## src/rtl/serial_add_defs_pkg.sv

```systemverilog
// Shared definitions for the bit-serial adder controller: state encoding and default width.
package serial_add_defs;

    localparam int unsigned WIDTH_DEF = 8;

    typedef logic [1:0] state_t;

    localparam state_t ST_IDLE = 2'd0;
    localparam state_t ST_RUN  = 2'd1;
    localparam state_t ST_DONE = 2'd2;

endpackage

```

## src/rtl/serial_fa_cell.sv

```systemverilog
// Single-bit full adder used as the datapath of the serial adder.
module serial_fa_cell (
    input  logic x,
    input  logic y,
    input  logic ci,
    output logic s,
    output logic co
);

    assign s  = x ^ y ^ ci;
    assign co = (x & y) | (ci & (x ^ y));

endmodule

```

## src/rtl/serial_add_ctrl.sv

```systemverilog
// Bit-serial adder sequencer: feeds one full-adder cell LSB-first, one bit per clock.
// Optional subtract mode is enabled with the SERIAL_ADD_SUB_EN macro (adds port sub).
module serial_add_ctrl
    import serial_add_defs::*;
#(
    parameter int unsigned WIDTH = WIDTH_DEF
) (
    input  logic             clk,
    input  logic             rst,
    input  logic             start,
    input  logic [WIDTH-1:0] a,
    input  logic [WIDTH-1:0] b,
    input  logic             cin,
`ifdef SERIAL_ADD_SUB_EN
    input  logic             sub,
`endif
    output logic             busy,
    output logic             done,
    output logic [WIDTH-1:0] sum,
    output logic             cout
);

    localparam int unsigned CNT_W = $clog2(WIDTH);

    state_t             state_q, state_d;
    logic [CNT_W-1:0]   cnt_q, cnt_d;
    logic               carry_q, carry_d;
    logic [WIDTH-1:0]   a_sr_q, a_sr_d;
    logic [WIDTH-1:0]   b_sr_q, b_sr_d;
    logic [WIDTH-1:0]   sum_sr_q, sum_sr_d;
    logic [WIDTH-1:0]   sum_q, sum_d;
    logic               cout_q, cout_d;
    logic               busy_q, busy_d;
    logic               done_q, done_d;

    logic               cell_s, cell_co;
    logic               last_bit;
    logic [WIDTH-1:0]   b_load;
    logic               carry_load;

    serial_fa_cell u_cell (
        .x  (a_sr_q[0]),
        .y  (b_sr_q[0]),
        .ci (carry_q),
        .s  (cell_s),
        .co (cell_co)
    );

    assign last_bit = (cnt_q == CNT_W'(WIDTH - 1));

    // Subtraction is a + ~b + 1, so only the loaded B and carry differ.
`ifdef SERIAL_ADD_SUB_EN
    assign b_load     = sub ? ~b : b;
    assign carry_load = sub ? 1'b1 : cin;
`else
    assign b_load     = b;
    assign carry_load = cin;
`endif

    always_ff @(posedge clk or posedge rst) begin
        if (rst) begin
            state_q <= ST_IDLE;
        end else begin
            state_q <= state_d;
        end
    end

    always_comb begin
        state_d = state_q;
        case (state_q)
            ST_IDLE: if (start)    state_d = ST_RUN;
            ST_RUN:  if (last_bit) state_d = ST_DONE;
            ST_DONE:               state_d = ST_IDLE;
            default:               state_d = ST_IDLE;
        endcase
    end

    always_comb begin
        cnt_d    = cnt_q;
        carry_d  = carry_q;
        a_sr_d   = a_sr_q;
        b_sr_d   = b_sr_q;
        sum_sr_d = sum_sr_q;
        sum_d    = sum_q;
        cout_d   = cout_q;
        busy_d   = (state_d != ST_IDLE);
        done_d   = (state_d == ST_DONE);
        case (state_q)
            ST_IDLE: begin
                if (start) begin
                    a_sr_d   = a;
                    b_sr_d   = b_load;
                    carry_d  = carry_load;
                    cnt_d    = '0;
                    sum_sr_d = '0;
                end
            end
            ST_RUN: begin
                sum_sr_d = {cell_s, sum_sr_q[WIDTH-1:1]};
                carry_d  = cell_co;
                a_sr_d   = a_sr_q >> 1;
                b_sr_d   = b_sr_q >> 1;
                cnt_d    = cnt_q + CNT_W'(1);
                // Result registers load only on entry to DONE and hold otherwise.
                if (last_bit) begin
                    sum_d  = {cell_s, sum_sr_q[WIDTH-1:1]};
                    cout_d = cell_co;
                end
            end
            default: ;
        endcase
    end

    always_ff @(posedge clk or posedge rst) begin
        if (rst) begin
            cnt_q    <= '0;
            carry_q  <= 1'b0;
            a_sr_q   <= '0;
            b_sr_q   <= '0;
            sum_sr_q <= '0;
            sum_q    <= '0;
            cout_q   <= 1'b0;
            busy_q   <= 1'b0;
            done_q   <= 1'b0;
        end else begin
            cnt_q    <= cnt_d;
            carry_q  <= carry_d;
            a_sr_q   <= a_sr_d;
            b_sr_q   <= b_sr_d;
            sum_sr_q <= sum_sr_d;
            sum_q    <= sum_d;
            cout_q   <= cout_d;
            busy_q   <= busy_d;
            done_q   <= done_d;
        end
    end

    assign busy = busy_q;
    assign done = done_q;
    assign sum  = sum_q;
    assign cout = cout_q;

endmodule

```

## config.mk

```make
export PLATFORM = sky130hd
export DESIGN_NAME = serial_add_ctrl
export DESIGN_NICKNAME = d
export VERILOG_FILES = /design/src/rtl/serial_add_defs_pkg.sv /design/src/rtl/serial_fa_cell.sv /design/src/rtl/serial_add_ctrl.sv
export SDC_FILE = /design/constraint.sdc
export NUM_CORES = 1
export LEC_CHECK = 0
export BUFFER_PORTS_ARGS = -buffer_cell sky130_fd_sc_hd__buf_2
export CAP_MARGIN = 20
export CORE_MARGIN = 5
export CORE_UTILIZATION = 52
export DETAILED_ROUTE_END_ITERATION = 12
export GPL_ROUTABILITY_DRIVEN = 0
export MAX_ROUTING_LAYER = met4
export PLACE_DENSITY_LB_ADDON = 0.05
export SYNTH_ARGS = -nofsm -noshare
export SYNTH_HDL_FRONTEND = slang
export SYNTH_HIERARCHICAL = 1
export SYNTH_SLANG_ARGS = --single-unit
```

## constraint.sdc

```tcl
create_clock -name clk -period 2.2 [get_ports clk]
set_input_delay 0.11 -clock clk [delete_from_list [all_inputs] [get_ports clk]]
set_output_delay 0.11 -clock clk [all_outputs]
set_load 0.01 [all_outputs]
```

After elaboration in Yosys (flattened, before gate mapping)
Index checks and enable logic that the tools add are counted.
{ "op_classes": {"n_reduce_logical": 5, "n_bitwise": 5, "n_eq_ne": 4, "n_mux": 13, "add_sub_neg": 1} }
{ "ops": {"columns": ["operator", "count"], "rows": [
  ["8-bit one-hot mux with 2 select lines", 3],
  ["8-bit 2-to-1 mux", 3],
  ["3-bit one-hot mux with 2 select lines", 1],
  ["2-bit 2-to-1 mux", 2],
  ["2-bit one-hot mux with 2 select lines", 1],
  ["2-bit AND reduction", 2],
  ["2-bit nonzero test", 2],
  ["3-bit by 1-bit adder with 3-bit output (second input constant)", 1],
  ["3-bit equality test (second input constant)", 1],
  ["3-bit 2-to-1 mux", 1],
  ["1-bit bitwise AND", 2],
  ["2-bit by 1-bit equality test with 1-bit output (second input constant)", 1],
  ["2-bit equality test (second input constant)", 1],
  ["2-bit zero test", 1],
  ["2-bit != test (second input constant)", 1],
  ["1-bit one-hot mux with 2 select lines", 1],
  ["1-bit XOR", 2],
  ["1-bit 2-to-1 mux", 1],
  ["1-bit OR", 1]
]} }
{ "word_totals": {"ff_bits": 41, "inputBits": 20} }

Logic depth before layout (Yosys ltp)
{ "logic_depth": {"depth_word": 4, "mapped_depth": 5} }

Modules after synthesis
The synthesis kept the hierarchy.
{ "by_module_without_submodules": {"columns": ["mod", "cells_per_inst", "instances", "seq_area_each_um2", "area_per_inst_um2"], "rows": [
  ["serial_add_ctrl", 142, 1, 1001.0, 1793.0],
  ["serial_fa_cell", 1, 1, 0.0, 20.0]
]} }

Least setup slack after synthesis
No wires, ideal clock.
{ "synth_path": {"path_type": "reg-to-reg", "from": "register cnt_q[0]", "to": "register cout_q, in the netlist cout", "arrival_ns": 1.296, "path_buffers": 1, "path_slack_ns": 0.779, "stages_incl_launch_ff": 6, "period_less_slack_ns": 1.421, "cell_sequence": "dfrtp_1 ha_1 ha_1 and2_4 buf_8 mux2_4"} }
{ "synth_between": {"elab_chain_cells": 2} }
{ "synth_lines": {"columns": ["element", "line", "rtl"], "rows": [
  ["from (decl)", "serial_add_ctrl.sv:26", "logic [CNT_W-1:0] cnt_q, cnt_d;"],
  ["from (signal assigned)", "serial_add_ctrl.sv:126", "cnt_q <= cnt_d;"],
  ["3-bit equality test", "serial_add_ctrl.sv:49", "assign last_bit = (cnt_q == CNT_W'(WIDTH - 1));"],
  ["2-bit AND reduction (no line)", null, null],
  ["to (signal assigned)", "serial_add_ctrl.sv:132", "cout_q <= cout_d;"],
  ["to (decl)", "serial_add_ctrl.sv:32", "logic cout_q, cout_d;"]
]} }
Every way passes these cells.
A chain may end at the register's enable or synchronous reset.

Worst setup path in the final report
{ "layout_path": {"from": "register state_q[0]", "to": "register a_sr_q[3]"} }
{ "layout_between": {"elab_chain_cells": 3} }
{ "layout_lines": {"columns": ["element", "line", "rtl"], "rows": [
  ["from (decl)", "serial_add_ctrl.sv:25", "state_t state_q, state_d;"],
  ["from (signal assigned)", "serial_add_ctrl.sv:64", "state_q <= state_d;"],
  ["2-bit by 1-bit equality test with 1-bit output or 2-bit zero test (tied branches)", "serial_add_ctrl.sv:88", "case (state_q)"],
  ["2-bit nonzero test (no line) or 2-bit != test (tied branches)", null, null],
  ["2-bit AND reduction (no line)", null, null],
  ["to (signal assigned)", "serial_add_ctrl.sv:128", "a_sr_q <= a_sr_d;"],
  ["to (decl)", "serial_add_ctrl.sv:28", "logic [WIDTH-1:0] a_sr_q, a_sr_d;"]
]} }
Several ways; a longest one is shown, not always the timed one.

==> metrics.txt <==
outcome complete, no violations; post-CTS setup buffers 0; Die Height 69.0 um; Hold WC Path Type in -> reg; Critical path buffers and inverters 1; Async SR Flop Fraction 100%; post-CTS resize count 0; ratio of cells with drive above 1 in the final layout 32.2%; cell accounting for the most synthesized area dfrtp_1; hold_buf cts 3; pwr dens 1370 nW/um2; Slowest-stage cell, CP or2_1; internal power 1.98 mW; sequential share of the synthesized area 55.2%; root buffer cell clkbuf_4; antenna violations before repair 0; post-route minimum period 1.56 ns; area delta synth->final 16.2%; pin slew with the least headroom to its limit 0.497 ns; Yosys warnings 6; Placed Area 1980 um2; most numerous cell in the Yosys netlist dfrtp_1; global-route wire length before repair 5.57 mm; synth top area cells dfrtp_1, mux2_4, a22o_1; DR DRC count 0; fin area 2110 um2; global route overflow 0; CTS tree done; area of the core 3360 um2; Final #Nets 200; count of input and output buffers 30; Longest Clk Path Bufs 2; via count of the first global-routing pass 1,169; Slew HR 66.9%; TritonCTS Buffers 5; post-synth top area share 55.2%; CTS H-tree lvls 2; crit path max fanout 10; Most used DFF post-synth dfrtp_1; Clock Latency Late Sink 0.35 ns; DIE AREA 4770 um2; period utilization 70.9%; router iterations before antenna repair 4; antenna cell count 0; Sw Share 31.5%; skew final 0.00733 ns; via count 1,197; final-report hold violation count 0; CP endpoint kind flop; Clock Pin Slew Worst Setup and Hold Paths 0.11 ns; CP Class reg -> reg; FP Rows 21; CTS Sinks 40; num ports 31; Arrival @ worst endpoint 1.80 ns; Worst VDD drop 608 uV; starting DRC count in detailed routing 99; Avg Cell Area, Syn 12.7 um2; post-route ant nets 0; WP data required 2.44 ns; Post-Syn Nets 166; leak pwr 0.995 nW; Syn Inst Count 143; drt wl/cell 14.5 um; Total Wirelength 3.24 mm; # setup viols final 0; max cap viols 0; Post-synth EDFFs 0; largest net degree at the start of global routing 41; top cell family by delay on the critical path simple AND/OR/NAND/NOR gates; vias per inst 5.37; Initial Util 53.9%; Fin Setup TNS 0 ns; critical-path cell list nor2_2 -> or2_1 -> inv_2 -> o22a_1; FMAX 642 MHz; combinational power share 36.6%; post-synthesis cell type count 28; FF+latch count, synth 40; Startpoint Class flop; GRT Total Usage 14.6%; sw power 911 uW; cell area after synthesis 1810 um2; Slew Limit Fails 0; clock share of power 20.0%; synth cell count leaders dfrtp_1, a22o_1, mux2_4, nor3b_1, nand2b_1; Flop pwr share 43.4%; CP max stage delay 0.41 ns; die width 69.0 um; Fill cells 297; RSZ-0062 raised after global routing no; fin util 62.6%; post-DP HPWL 2.20 mm
==> sequential cells by signal, indices dropped and copies added (netlist names) <==
name,flops
a_sr_q,8
b_sr_q,8
busy,1
carry_q,1
cnt_q,3
cout,1
done,1
state_q,2
sum,8
sum_sr_q,7
==> tightest hold or removal path: stages <==
cell      delay [ns]
buf_2           0.08
nor4b_1         0.04
a211oi_2        0.18
==> cells by family (layout without fill, tap and decap cells) <==
logic type | after synthesis | count (layout) | synth area share, %
compound gates | 39 | 39 | 16.7
simple gates | 33 | 33 | 11.7
fa+ha+maj | 3 | 3 | 2.48
mux | 10 | 10 | 8.07
flops | 40 | 40 | 55.2
buf+inv | 18 | 52 | 5.80
==> through the flow <==
stage | worst slack [ns] | hold slack, ns | std cells | total power [mW]
after CTS | 0.639 | 0.107 | 223 | 2.93
final | 0.641 | 0.113 | 223 | 2.89
after floorplan | 0.779 | 0.243 | 143 | 2.09
after global placement | 0.664 | 0.250 | 213 | 2.30
after detailed placement | 0.650 | 0.262 | 213 | 2.34
after global routing | 0.516 | 0.114 | 223 | 3.10
==> power groups by stage <==
stage | clock network (mW) | registers [mW] | logic, mW
2_1_floorplan | 0 | 1.27 | 0.826
3_3_place_gp | 0 | 1.26 | 1.03
3_5_place_dp | 0 | 1.27 | 1.07
4_1_cts | 0.592 | 1.26 | 1.07
5_1_grt | 0.623 | 1.30 | 1.17
6_report | 0.578 | 1.26 | 1.06
==> routing by layer <==
| metal | track usage [%] | wire length, um | vias to the layer above | share of wire, % |
|---|---|---|---|---|
| li1 | - | - | 584 | - |
| met1 | 19.0 | 1560 | 585 | 48 |
| met2 | 21.3 | 1480 | 22 | 46 |
| met3 | 4.94 | 145 | 6 | 4.5 |
| met4 | 5.21 | 50 | 0 | 1.5 |
| met5 | - | 0 | - | 0 |
==> path summary, 6_finish.rpt <==
| path | from | to | slack, ns | depth (start not counted) |
|---|---|---|---|---|
| max in group asynchronous | rst | state_q[0]$_DFF_PP0_ | 1.43 | 4 |
| max reg2reg | state_q[0]$_DFF_PP0_ | a_sr_q[3]$_DFFE_PP0P_ | 0.64 | 4 |
| max | state_q[0]$_DFF_PP0_ | a_sr_q[3]$_DFFE_PP0P_ | 0.64 | 4 |
| min | a[2] | a_sr_q[2]$_DFFE_PP0P_ | 0.11 | 3 |
| min reg2reg | a_sr_q[7]$_DFFE_PP0P_ | a_sr_q[7]$_DFFE_PP0P_ | 0.51 | 1 |
| min in group asynchronous | rst | b_sr_q[1]$_DFFE_PP0P_ | 0.41 | 4 |
==> layout make-up <==
| type | instances | area (um2) | area share [%] |
|---|---|---|---|
| Sequential cell | 40 | 1000 | 47.5 |
| Multi-Input combinational cell | 85 | 707 | 33.6 |
| Clock inverter | 2 | 60.1 | 2.85 |
| Inverter | 7 | 26.3 | 1.25 |
| Tap cell | 46 | 57.6 | 2.73 |
| Clock buffer | 5 | 37.5 | 1.78 |
| Timing Repair Buffer | 38 | 218 | 10.3 |
==> placed cells by master, fill, tap and decap left out, types with 2 or more instances in the layout <==
master and n:
inv_1 6, o22a_1 5, nor3b_1 9, ha_1 2, a22o_1 11, clkbuf_4 5, o21ai_1 7, buf_2 30
nor4b_1 3, nand2b_1 8, a221o_1 7, dlygate4sd3_1 3, nand2_1 7, mux2_4 9, dfrtp_1 40, a211oi_1 2
a21oi_1 6, bufinv_16 2, buf_4 5
No activity file was read; power rests on OpenSTA's default activity.
